[src/rtl/imm_ext_pkg.sv]
// Shared mode encoding for the immediate-extension pipeline.
package imm_ext_pkg;

  typedef logic [1:0] ext_mode_t;

  localparam ext_mode_t EXT_ZEXT     = 2'd0;
  localparam ext_mode_t EXT_SEXT     = 2'd1;
  localparam ext_mode_t EXT_SEXT_SHL = 2'd2;
  localparam ext_mode_t EXT_UPPER    = 2'd3;

endpackage

[src/rtl/ext_pipe_stage.sv]
// One valid/ready register slice: a valid bit plus a W-bit payload.
// Loads when empty or when its contents leave downstream in the same cycle.
module ext_pipe_stage #(
  parameter int W = 8
) (
  input  logic         clk,
  input  logic         rst_n,
  input  logic         flush,
  input  logic         in_valid,
  output logic         in_ready,
  input  logic [W-1:0] in_data,
  output logic         out_valid,
  input  logic         out_ready,
  output logic [W-1:0] out_data
);

  logic         valid_reg;
  logic [W-1:0] data_reg;
  logic         load;

  assign in_ready  = !flush && (!valid_reg || out_ready);
  assign load      = in_valid && in_ready;
  assign out_valid = valid_reg;
  assign out_data  = data_reg;

  // Payload is cleared too so the result bus reads zero out of reset.
  always_ff @(posedge clk or negedge rst_n) begin
    if (!rst_n) begin
      valid_reg <= 1'b0;
      data_reg  <= '0;
    end else begin
      if (flush)
        valid_reg <= 1'b0;
      else if (load)
        valid_reg <= 1'b1;
      else if (out_ready)
        valid_reg <= 1'b0;
      if (load)
        data_reg <= in_data;
    end
  end

endmodule

[src/rtl/imm_ext_pipe.sv]
// Two-stage immediate extender: S1 holds the raw immediate and mode, the
// extension is computed combinationally from S1 and captured by S2.
module imm_ext_pipe
  import imm_ext_pkg::*;
#(
  parameter int IN_W  = 16,
  parameter int OUT_W = 32,
  parameter int SHIFT = 2
) (
  input  logic             clk,
  input  logic             rst_n,
  input  logic             flush,
  input  logic             in_valid,
  output logic             in_ready,
  input  logic [IN_W-1:0]  in_data,
  input  logic [1:0]       in_mode,
  output logic             out_valid,
  input  logic             out_ready,
  output logic [OUT_W-1:0] out_data,
  output logic             out_ovf
);

  localparam int WIDE_W = OUT_W + SHIFT;

  generate
    if (IN_W < 1 || IN_W > OUT_W || SHIFT < 0 || SHIFT >= OUT_W) begin : g_bad_params
      $error("imm_ext_pipe: need 1 <= IN_W <= OUT_W and 0 <= SHIFT < OUT_W");
    end
  endgenerate

  logic              s1_valid;
  logic              s2_can_load;
  logic [IN_W+1:0]   s1_q;
  logic [OUT_W:0]    s2_in;
  logic [OUT_W:0]    s2_q;
  ext_mode_t         s1_mode;
  logic [IN_W-1:0]   s1_imm;
  logic [OUT_W-1:0]  zext;
  logic [OUT_W-1:0]  sext;
  logic [WIDE_W-1:0] wide;
  logic [SHIFT:0]    lost;
  logic [OUT_W-1:0]  res;
  logic              ovf;

  ext_pipe_stage #(.W(IN_W + 2)) u_s1 (
    .clk       (clk),
    .rst_n     (rst_n),
    .flush     (flush),
    .in_valid  (in_valid),
    .in_ready  (in_ready),
    .in_data   ({in_mode, in_data}),
    .out_valid (s1_valid),
    .out_ready (s2_can_load),
    .out_data  (s1_q)
  );

  assign {s1_mode, s1_imm} = s1_q;

  assign zext = OUT_W'(s1_imm);
  assign sext = OUT_W'($signed(s1_imm));
  assign wide = WIDE_W'($signed(s1_imm)) << SHIFT;
  // Discarded bits plus the kept sign bit: any disagreement means overflow.
  assign lost = wide[WIDE_W-1:OUT_W-1];

  always_comb begin
    res = zext;
    ovf = 1'b0;
    case (s1_mode)
      EXT_ZEXT:     res = zext;
      EXT_SEXT:     res = sext;
      EXT_SEXT_SHL: begin
        res = wide[OUT_W-1:0];
        ovf = (|lost) && !(&lost);
      end
      EXT_UPPER:    res = zext << (OUT_W - IN_W);
    endcase
  end

  assign s2_in = {ovf, res};

  ext_pipe_stage #(.W(OUT_W + 1)) u_s2 (
    .clk       (clk),
    .rst_n     (rst_n),
    .flush     (flush),
    .in_valid  (s1_valid),
    .in_ready  (s2_can_load),
    .in_data   (s2_in),
    .out_valid (out_valid),
    .out_ready (out_ready),
    .out_data  (s2_q)
  );

  assign {out_ovf, out_data} = s2_q;

endmodule

[config.mk]
export PLATFORM = sky130hd
export DESIGN_NAME = imm_ext_pipe
export DESIGN_NICKNAME = d
export VERILOG_FILES = /design/src/rtl/imm_ext_pkg.sv /design/src/rtl/ext_pipe_stage.sv /design/src/rtl/imm_ext_pipe.sv
export SDC_FILE = /design/constraint.sdc
export NUM_CORES = 1
export LEC_CHECK = 0
export BUFFER_PORTS_ARGS = -buffer_cell sky130_fd_sc_hd__buf_4
export CAP_MARGIN = 20
export CORE_MARGIN = 4
export CORE_UTILIZATION = 48
export DETAILED_ROUTE_END_ITERATION = 8
export PLACE_DENSITY = 0.73
export SLEW_MARGIN = 20
export SYNTH_ARGS = -nofsm -noshare
export SYNTH_HDL_FRONTEND = slang
export SYNTH_SLANG_ARGS = --single-unit
[constraint.sdc]
create_clock -name clk -period 1.5 [get_ports clk]
set_input_delay 0.15 -clock clk [delete_from_list [all_inputs] [get_ports clk]]
set_output_delay 0.15 -clock clk [all_outputs]
set_load 0.02 [all_outputs]
Yosys cells after proc, flatten, opt, wreduce, memory -nomap -nowiden
Index checks and enable logic that the tools add are counted.

word-level totals
  flip-flop bits (word level) = 52
  bits of input ports = 23
  output and inout port bits = 35
  logic and storage cells = 26

cells by class
  equal/unequal tests = 3
  muxes and demuxes = 7
  reduce and logical (&&, ||, !) cells = 12

operator list
  cell                                           number
  case mux 32 bit (4 select lines)               1
  2-to-1 mux 1 bit                               6
  nonzero test 3 bit                             2
  == test 2 bit, second input constant           2
  logical AND 1 bit                              4
  zero test 1 bit                                3
  == test 2 x 1 -> 1 bit, second input constant  1
  zero test 2 bit                                1
  logical OR 1 bit                               2

Longest topological paths before layout
Gate-level depths: netlist of run 1.

  depth after elaboration = 8
  depth in mapped cells = 6
  mapped depth without buffers = 3

By module
From an unflattened synthesis of run 1, not the netlist that was laid out.

second synthesis, totals
  cells, all modules = 179
  area, all modules = 2,568.7 um^2

by module, submodules not included
  module                 instances  cells an instance  area each (um^2)  seq. area each (um^2)
  ext_pipe_stage (u_s2)  1          75                 1,300.0           850.8
  ext_pipe_stage (u_s1)  1          44                 784.5             475.5
  imm_ext_pipe           1          60                 484.2             0.0

Worst setup path after synthesis of run 1
No wires, ideal clock.

  path kind = flip-flop to flip-flop
  start = register u_s2.valid_reg, in the netlist u_s2.out_valid
  end = register u_s2.data_reg[22], in the netlist u_s2.out_data[22]
  setup time = 125 ps
  arrival time = 1,473 ps
  required time = 1,375 ps
  setup slack = -98 ps
  cell stages (with the launch flop) = 5
  buffers on the path = 1
  clock period less this slack = 1,598 ps
  cells stage by stage = dfrtp_1 > nor2b_4 > nor3b_2 > buf_6 > mux2_4

on the way
  longest elaborated chain between the ends = 4

ends and longest elaborated chain
  item                    line                  text
  start, declared         ext_pipe_stage.sv:17  logic valid_reg;
  start signal, assigned  ext_pipe_stage.sv:29  valid_reg <= 1'b0;
  start signal, assigned  ext_pipe_stage.sv:33  valid_reg <= 1'b0;
  start signal, assigned  ext_pipe_stage.sv:35  valid_reg <= 1'b1;
  zero test 1 bit         ext_pipe_stage.sv:21  assign in_ready = !flush && (!valid_reg || out_ready);
  logical OR 1 bit        ext_pipe_stage.sv:21
  logical AND 1 bit       ext_pipe_stage.sv:21
  logical AND 1 bit       ext_pipe_stage.sv:22  assign load = in_valid && in_ready;
  end signal, assigned    ext_pipe_stage.sv:39  data_reg <= in_data;
  end, declared           ext_pipe_stage.sv:18  logic [W-1:0] data_reg;

Every way passes these cells.
A chain may end at the register's enable or synchronous reset.

Worst setup path in the final report of run 1
  start = register u_s2.valid_reg, in the netlist u_s2.out_valid
  end = register u_s2.data_reg[3], in the netlist u_s2.out_data[3]

Same word-level chain as after synthesis.

==> reports/results.txt, run 1 <==
DR pass1 iterations - 4
Pins Over Slew Limit - 0
Flop pwr share - 43.2%
Synth Register Bits - 52
Worst setup SP type - flip-flop
Pwr/cell area - 1570 nW/um2
HP Class - input pin to flip-flop
Core box area - 4848 um2
Diode count - 0
Combinational share of power - 39.7%
Clk_lat worst skew - 310 ps
# setup viols final - 11
Drt total wl - 4.832 mm
Peak Freq - 658.1 MHz
Clk root buf - clkbuf_8
Placer congestion estimate - 0.7512
RSZ-0062 raised after global routing - yes
Area contributors post-synth - dfrtp_1 53%, mux2_2 17%, a22o_1 9.6%
Synth cell types - 26
Share of cells above drive strength 1 - 57.71%
Final WS setup - -19.42 ps
Crit path required time - 1700 ps
Sequential area share after synthesis - 52.93%
Crit path DAT - 1720 ps
Vias in the first global route - 1529
Status - finished, violations left
Avg Inst Size Synth - 14.72 um2
Port buffer count - 56
CTS Buf Count - 5
First-pass GRT wire length - 7.976 mm
H-tree Lvls - 2
Leak - 1.460 nW
Crit-path max FO - 5
Final HPWL DP - 3.477 mm
Initial antenna violation count - 0
Post-Synthesis Cells - 167
CTS tree - done
Tightest Pin Transition - 645.0 ps
DP Area - 2889 um2
Die Y - 79.57 um
Vias/cell - 5.146
DRC viols - 0
Clk sinks - 52
Switching Fraction - 33.43%
Worst vdd ir - 0.0008922 V
Clock transition at the registers of the reported paths - 90 ps
Row cnt - 25
Commonest non-fill, non-tap cell in the layout - buf_4
Drt wl/cell - 16.44 um
Synth warn - 0
I/O pins - 58
Final-stage net count - 249
Drt initial violations - 123
Final hold violation count - 0
Post-route ant nets - 0
Fin crit period - 1519 ps
Synth Cell Area - 2459 um2
GRT overflow - 0
Pint - 3.215 mW
Synth top area share - 52.93%
Synth Net Count - 190
Die area - 6331 um2
Worst slack at placement - -1.592 ps
Layout area overhead - 25.14%
CTS Buffer Depth - 2
Failing checks - setup timing
Area leader, netlist - dfrtp_1
Max cap viols - 0
Largest net degree at the start of global routing - 53
Most frequent cells in the layout - 61 x buf_4, 50 x dfrtp_1, 30 x mux2_2, 27 x a22o_1, 19 x mux2_4
Clock power frac - 17.1%
Max Clock Skew - 5.810 ps
Setup_tns - -91.12 ps
Design area - 3077 um2
CP endpoint kind - flip-flop
Chip width - 79.57 um
Slew Limit Headroom - 57.00%
Total GRT Usage - 16.37%
Net Sw Power - 1.615 mW
Tcrit/Tclk final - 101.3%
Starting Density - 50.71%
Via count - 1513
Crit Path Class - flip-flop to flip-flop
==> flip-flops by register name, summed over array words and instances (netlist names) <==
name / cells
u_s2.out_valid: 1
u_s1.out_valid: 1
u_s1.out_data: 18
u_s2.out_data: 32
==> metal layers <==
layer | GRT usage [%] | vias up | share of wire, % | routed length (um)
li1 | - | 720 | - | -
met1 | 22.49 | 750 | 45 | 2190
met2 | 24.79 | 37 | 47 | 2282
met3 | 4.628 | 6 | 6.0 | 288
met4 | 5.670 | 0 | 1.4 | 70
met5 | 0 | - | 0 | 0
==> power by group through the flow <==
stage,combinational (mW),clock (mW),sequential (mW)
finish,1.92,0.827,2.08
global route,2.05,0.914,2.15
CTS,1.88,0.848,2.08
detailed placement,1.87,0,2.11
global placement,1.83,0,2.09
floorplan,0.838,0,2.42
==> worst max-delay path: stages (launching register included) <==
cell and delay (ps):
dfrtp_2 410, nor2b_4 140, nor3b_4 270, buf_6 150, buf_6 120, mux2_2 330
==> final timing paths <==
check,slack [ps],depth (start not counted),endpoint,startpoint
worst min-delay path,30,2,u_s1.out_valid,flush
worst min register to register,510,1,u_s2.out_data[19],u_s2.out_data[19]
min in group asynchronous,390,2,u_s1.out_valid,rst_n
worst max register to register,-20,5,u_s2.out_data[3],u_s2.out_valid
max in group asynchronous,630,2,u_s2.out_valid,rst_n
worst max-delay path,-20,5,u_s2.out_data[3],u_s2.out_valid
==> cells in the mapped netlist, drive strengths merged <==
cell type / instances
and2b: 2
inv: 3
nor2: 3
nor3b: 1
o21ai: 1
a31oi: 1
mux2i: 1
nand2b: 2
nor2b: 2
mux2: 49
a21oi: 2
conb: 1
and2: 1
buf: 13
nand3b: 2
a22o: 28
dfrtp: 52
nand3: 1
clkbuf: 1
xor2: 1
==> repair_timing <==
item	CTS	global route
resized for setup	0	15
endpoints found under the setup margin	20	28
endpoints found under the hold margin	52	0
cloned	0	1
pin swaps	0	1
hold buffers	1	0
buffers inserted	0	4
==> kinds of logic after synthesis <==
group                     synth area share [%]
DFF                                      52.93
muxes                                    24.38
AOI/OAI and AO/OA                        10.89
buffers and inverters                    5.649
and+or+nand+nor                          4.885
xor gates and xnor gates                 1.120
other                                   0.1525
==> stage by stage <==
| stage | utilization, % | cells | hold slack (ps) | power (mW) |
|---|---|---|---|---|
| final | 63.46 | 294 | 34.77 | 4.830 |
| after global routing | 63.46 | 294 | 27.43 | 5.110 |
| after CTS | 61.73 | 289 | 25.88 | 4.812 |
| after detailed placement | 59.59 | 280 | 219.5 | 3.981 |
| after global placement | 59.59 | 280 | 197.5 | 3.927 |
| after floorplan | - | 167 | -145.6 | 3.260 |
==> cell type report <==
type                       count  area, um2
multi-input combinational     98       1059
timing repair buffer          66      521.8
clock buffer                   7      86.33
clock inverter                 1      7.507
tap                           67      83.83
sequential                    52       1304
fill                         376       1772
inverter                       3      15.01
(Power assumes the default switching activity.)
==> inputs of run 2 (changes only) <==
Settings changed: ABC_AREA from default to 1, CORE_UTILIZATION 48 to 25, PLACE_DENSITY 0.73 to 0.43, RECOVER_POWER from default to 25.
==> run 2 against run 1 <==
  * The flow now finishes without violations
  * Area after synthesis down 4.3%
  * First-iteration DRC count shrank 38%
  * Clock skew down 1.5 ps
  * Largest power group unchanged
  * Critical path type is now flip-flop to primary output
==> reports/results.txt, run 2 <==
Tcrit/Tclk final - 95.96% (-5.3 points)
H-tree Lvls - 2 (unchanged)
Drt initial violations - 76 (-38%)
DP Area - 2846 um2 (-1.5%)
Met3 routed WL - 293 um (+1.7%)
Final HPWL DP - 4.216 mm (+21%)
HP Class - input pin to flip-flop
Reg2Reg Depth - 6 (+1)
Combinational share of power - 32.2% (-7.5 points)
Net Sw Power - 1.402 mW (-13%)
Synth warn - 0 (unchanged)
Via count - 1938 (+28%)
Vias in the first global route - 1987 (+30%)
Post-route ant nets - 0 (unchanged)
Leak - 1.609 nW (+10%)
Register area - 1303 um2 (about the same)
Clock transition at the registers of the reported paths - 90 ps (about the same)
# setup viols final - 0 (-11)
GRT overflow - 0 (unchanged)
Crit path max-delay family - flip-flops
Worst slack at placement - 178.4 ps (+179.9 ps)
Hold EP - u_s1.out_valid
Synth Cell Area - 2354 um2 (-4.3%)
Final-stage net count - 361 (+45%)
Design area - 2963 um2 (-3.7%)
Reg-to-reg endpoint - u_s2.out_data[1]
Max reg flops - 32 (unchanged)
Slowest-stage cell, CP - dfrtp_2
Worst vdd ir - 0.0003905 V (-56%)
Worst setup SP type - flip-flop
Chip width - 105.0 um (+32%)
R2R Setup Slk - 180 ps (+200 ps)
Peak Freq - 694.7 MHz (+5.6%)
Main flop type after synthesis - dfrtp_1
Diode count - 0 (unchanged)
Initial antenna violation count - 0 (unchanged)
Clock power frac - 20.7% (+3.6 points)
CP cell instances - a31oi_4 > buf_12 > buf_4
Pwr/cell area - 1347 nW/um2 (-14%)
Post-Synthesis Cells - 286 (+71%)
Switching Fraction - 35.12% (+1.7 points)
Final hold violation count - 0 (unchanged)
Port buffer count - 56 (unchanged)
Most frequent cells in the layout - 136 x nand2_1, 58 x buf_4, 51 x dfrtp_1, 23 x nand3_1, 17 x inv_1
CP Buf/Inv Count - 2 (unchanged)
Placer congestion estimate - 0.7161 (-4.7%)
DR pass1 iterations - 4 (unchanged)
Met1 wire length - 2.993 mm (+37%)
CTS tree - done
CTS Buffer Depth - 2 (unchanged)
Vias/cell - 4.307 (-16%)
Max incr delay on CP - 450 ps (+40 ps)
Slew Limit Headroom - 52.56% (-4.4 points)
Post-CTS Setup Repair Bufs - 0 (unchanged)
Reg-to-reg startpoint - u_s2.out_valid
Crit-path max FO - 19 (+14)
Top Layer Used - met4
Area leader, netlist - dfrtp_1
First-pass GRT wire length - 9.977 mm (+25%)
Status - finished, final reports clean
Die area - 11030 um2 (+74%)
Max Clock Skew - 4.315 ps (-1.495 ps)
Sequential area share after synthesis - 55.29% (+2.4 points)
Total GRT Usage - 11.15% (-5.2 points)
Row cnt - 35 (+40%)
Pins Over Slew Limit - 0 (unchanged)
Synth Net Count - 309 (+63%)
Number of synthesized flops with an enable pin - 0 (unchanged)
Pint - 2.590 mW (-19%)
Async SR Flop Fraction - 100.0% (unchanged)
Flop pwr share - 47.1% (+3.9 points)
Crit path DAT - 1290 ps (-430 ps)
Setup_tns - 0 ps (+91.12 ps)
DRC viols - 0 (unchanged)
Crit Path Class - flip-flop to primary output
Clk sinks - 52 (unchanged)
Clk_lat worst skew - 300 ps (about the same)
Crit path required time - 1350 ps (-350 ps)
Final WS setup - 60.56 ps (+79.97 ps)
Starting Density - 25.59% (-25 points)
Commonest non-fill, non-tap cell in the layout - nand2_1
Drt wl/cell - 13.15 um (-20%)
Die Y - 105.0 um (+32%)
CP endpoint kind - primary output
Tightest Pin Transition - 711.6 ps (+66.61 ps)
Area contributors post-synth - dfrtp_1 55%, nand2_1 22%, nand3_1 4.9%
Fin crit period - 1439 ps (-79.97 ps)
Multi-input gate area - 877.1 um2 (-17%)
I/O pins - 58 (unchanged)
Count leader, synth - nand2_1
Worst hold stages - 2 (unchanged)
Layout area overhead - 25.89%
Max cap viols - 0 (unchanged)
Share of cells above drive strength 1 - 22.71% (-35 points)
Drt total wl - 5.917 mm (+22%)
CTS Buf Count - 5 (unchanged)
DR WL met2 - 2.541 mm (+11%)
Leading cell types by count after synthesis - 136 x nand2_1, 52 x dfrtp_1, 23 x nand3_1
Synth top area share - 55.29% (+2.4 points)
Synth cell types - 20 (-23%)
Core box area - 9196 um2 (+90%)
Largest net degree at the start of global routing - 53 (unchanged)
Avg Inst Size Synth - 8.229 um2 (-44%)
Clk root buf - clkbuf_8
Synth Register Bits - 52 (unchanged)
Fillers - 1005 (+170%)
Hold wc startpoint - flush
[run 2: worst max path at each step]
stage,slack [ps],from,cells after the start,to
after floorplan,250,u_s2.out_valid,4,u_s1.out_data[10]
after global placement,190,u_s2.out_valid,6,u_s2.out_data[9]
after detailed placement,180,u_s2.out_valid,6,u_s2.out_data[10]
after CTS,20,u_s1.out_valid,3,in_ready
after global routing,-2,u_s1.out_valid,3,in_ready
final,60,u_s1.out_valid,3,in_ready
[run 2: cells by family after synthesis]
kind of cell           after synthesis  synth area share, %
and+or+nand+nor                    164                28.97
DFF                                 52                55.29
buffers and inverters               37                7.443
AOI/OAI and AO/OA                   32                8.134
other                                1               0.1593
[run 2: repair_timing]
action,in CTS,in global routing
hold buffers,1,0
gates resized for setup,1,5
hold endpoints to repair,52,0
setup endpoints to repair,1,7
[run 2: through the flow]
| stage | util [%] | std cells | power [mW] | hold WS (ps) |
|---|---|---|---|---|
| after floorplan | - | 286 | 2.631 | -145.6 |
| after global placement | 30.95 | 441 | 3.196 | 235.9 |
| after detailed placement | 30.95 | 441 | 3.206 | 240.6 |
| after CTS | 32.08 | 450 | 4.066 | 30.23 |
| after global routing | 32.22 | 450 | 4.294 | 39.76 |
| final | 32.22 | 450 | 3.991 | 44.96 |
[run 2: power groups by stage]
stage / Sequential (mW) / Combinational, mW / Clock, mW
finish: 1.88 / 1.29 / 0.827
global route: 1.92 / 1.44 / 0.935
CTS: 1.88 / 1.30 / 0.879
detailed placement: 1.91 / 1.30 / 0
global placement: 1.91 / 1.28 / 0
floorplan: 2.13 / 0.500 / 0
[run 2: layer usage]
metal	vias up	global-route usage [%]
met2	54	16.68
met1	876	16.11
li1	1001	-
met5	-	0
met3	7	2.347
met4	0	3.374
[run 2: layout make-up]
| type | count | share of cell area (%) |
|---|---|---|
| Multi-Input combinational cell | 197 | 29.60 |
| Clock buffer | 8 | 3.041 |
| Inverter | 21 | 2.745 |
| Tap cell | 111 | 4.687 |
| Sequential cell | 52 | 43.96 |
| Timing Repair Buffer | 61 | 15.96 |
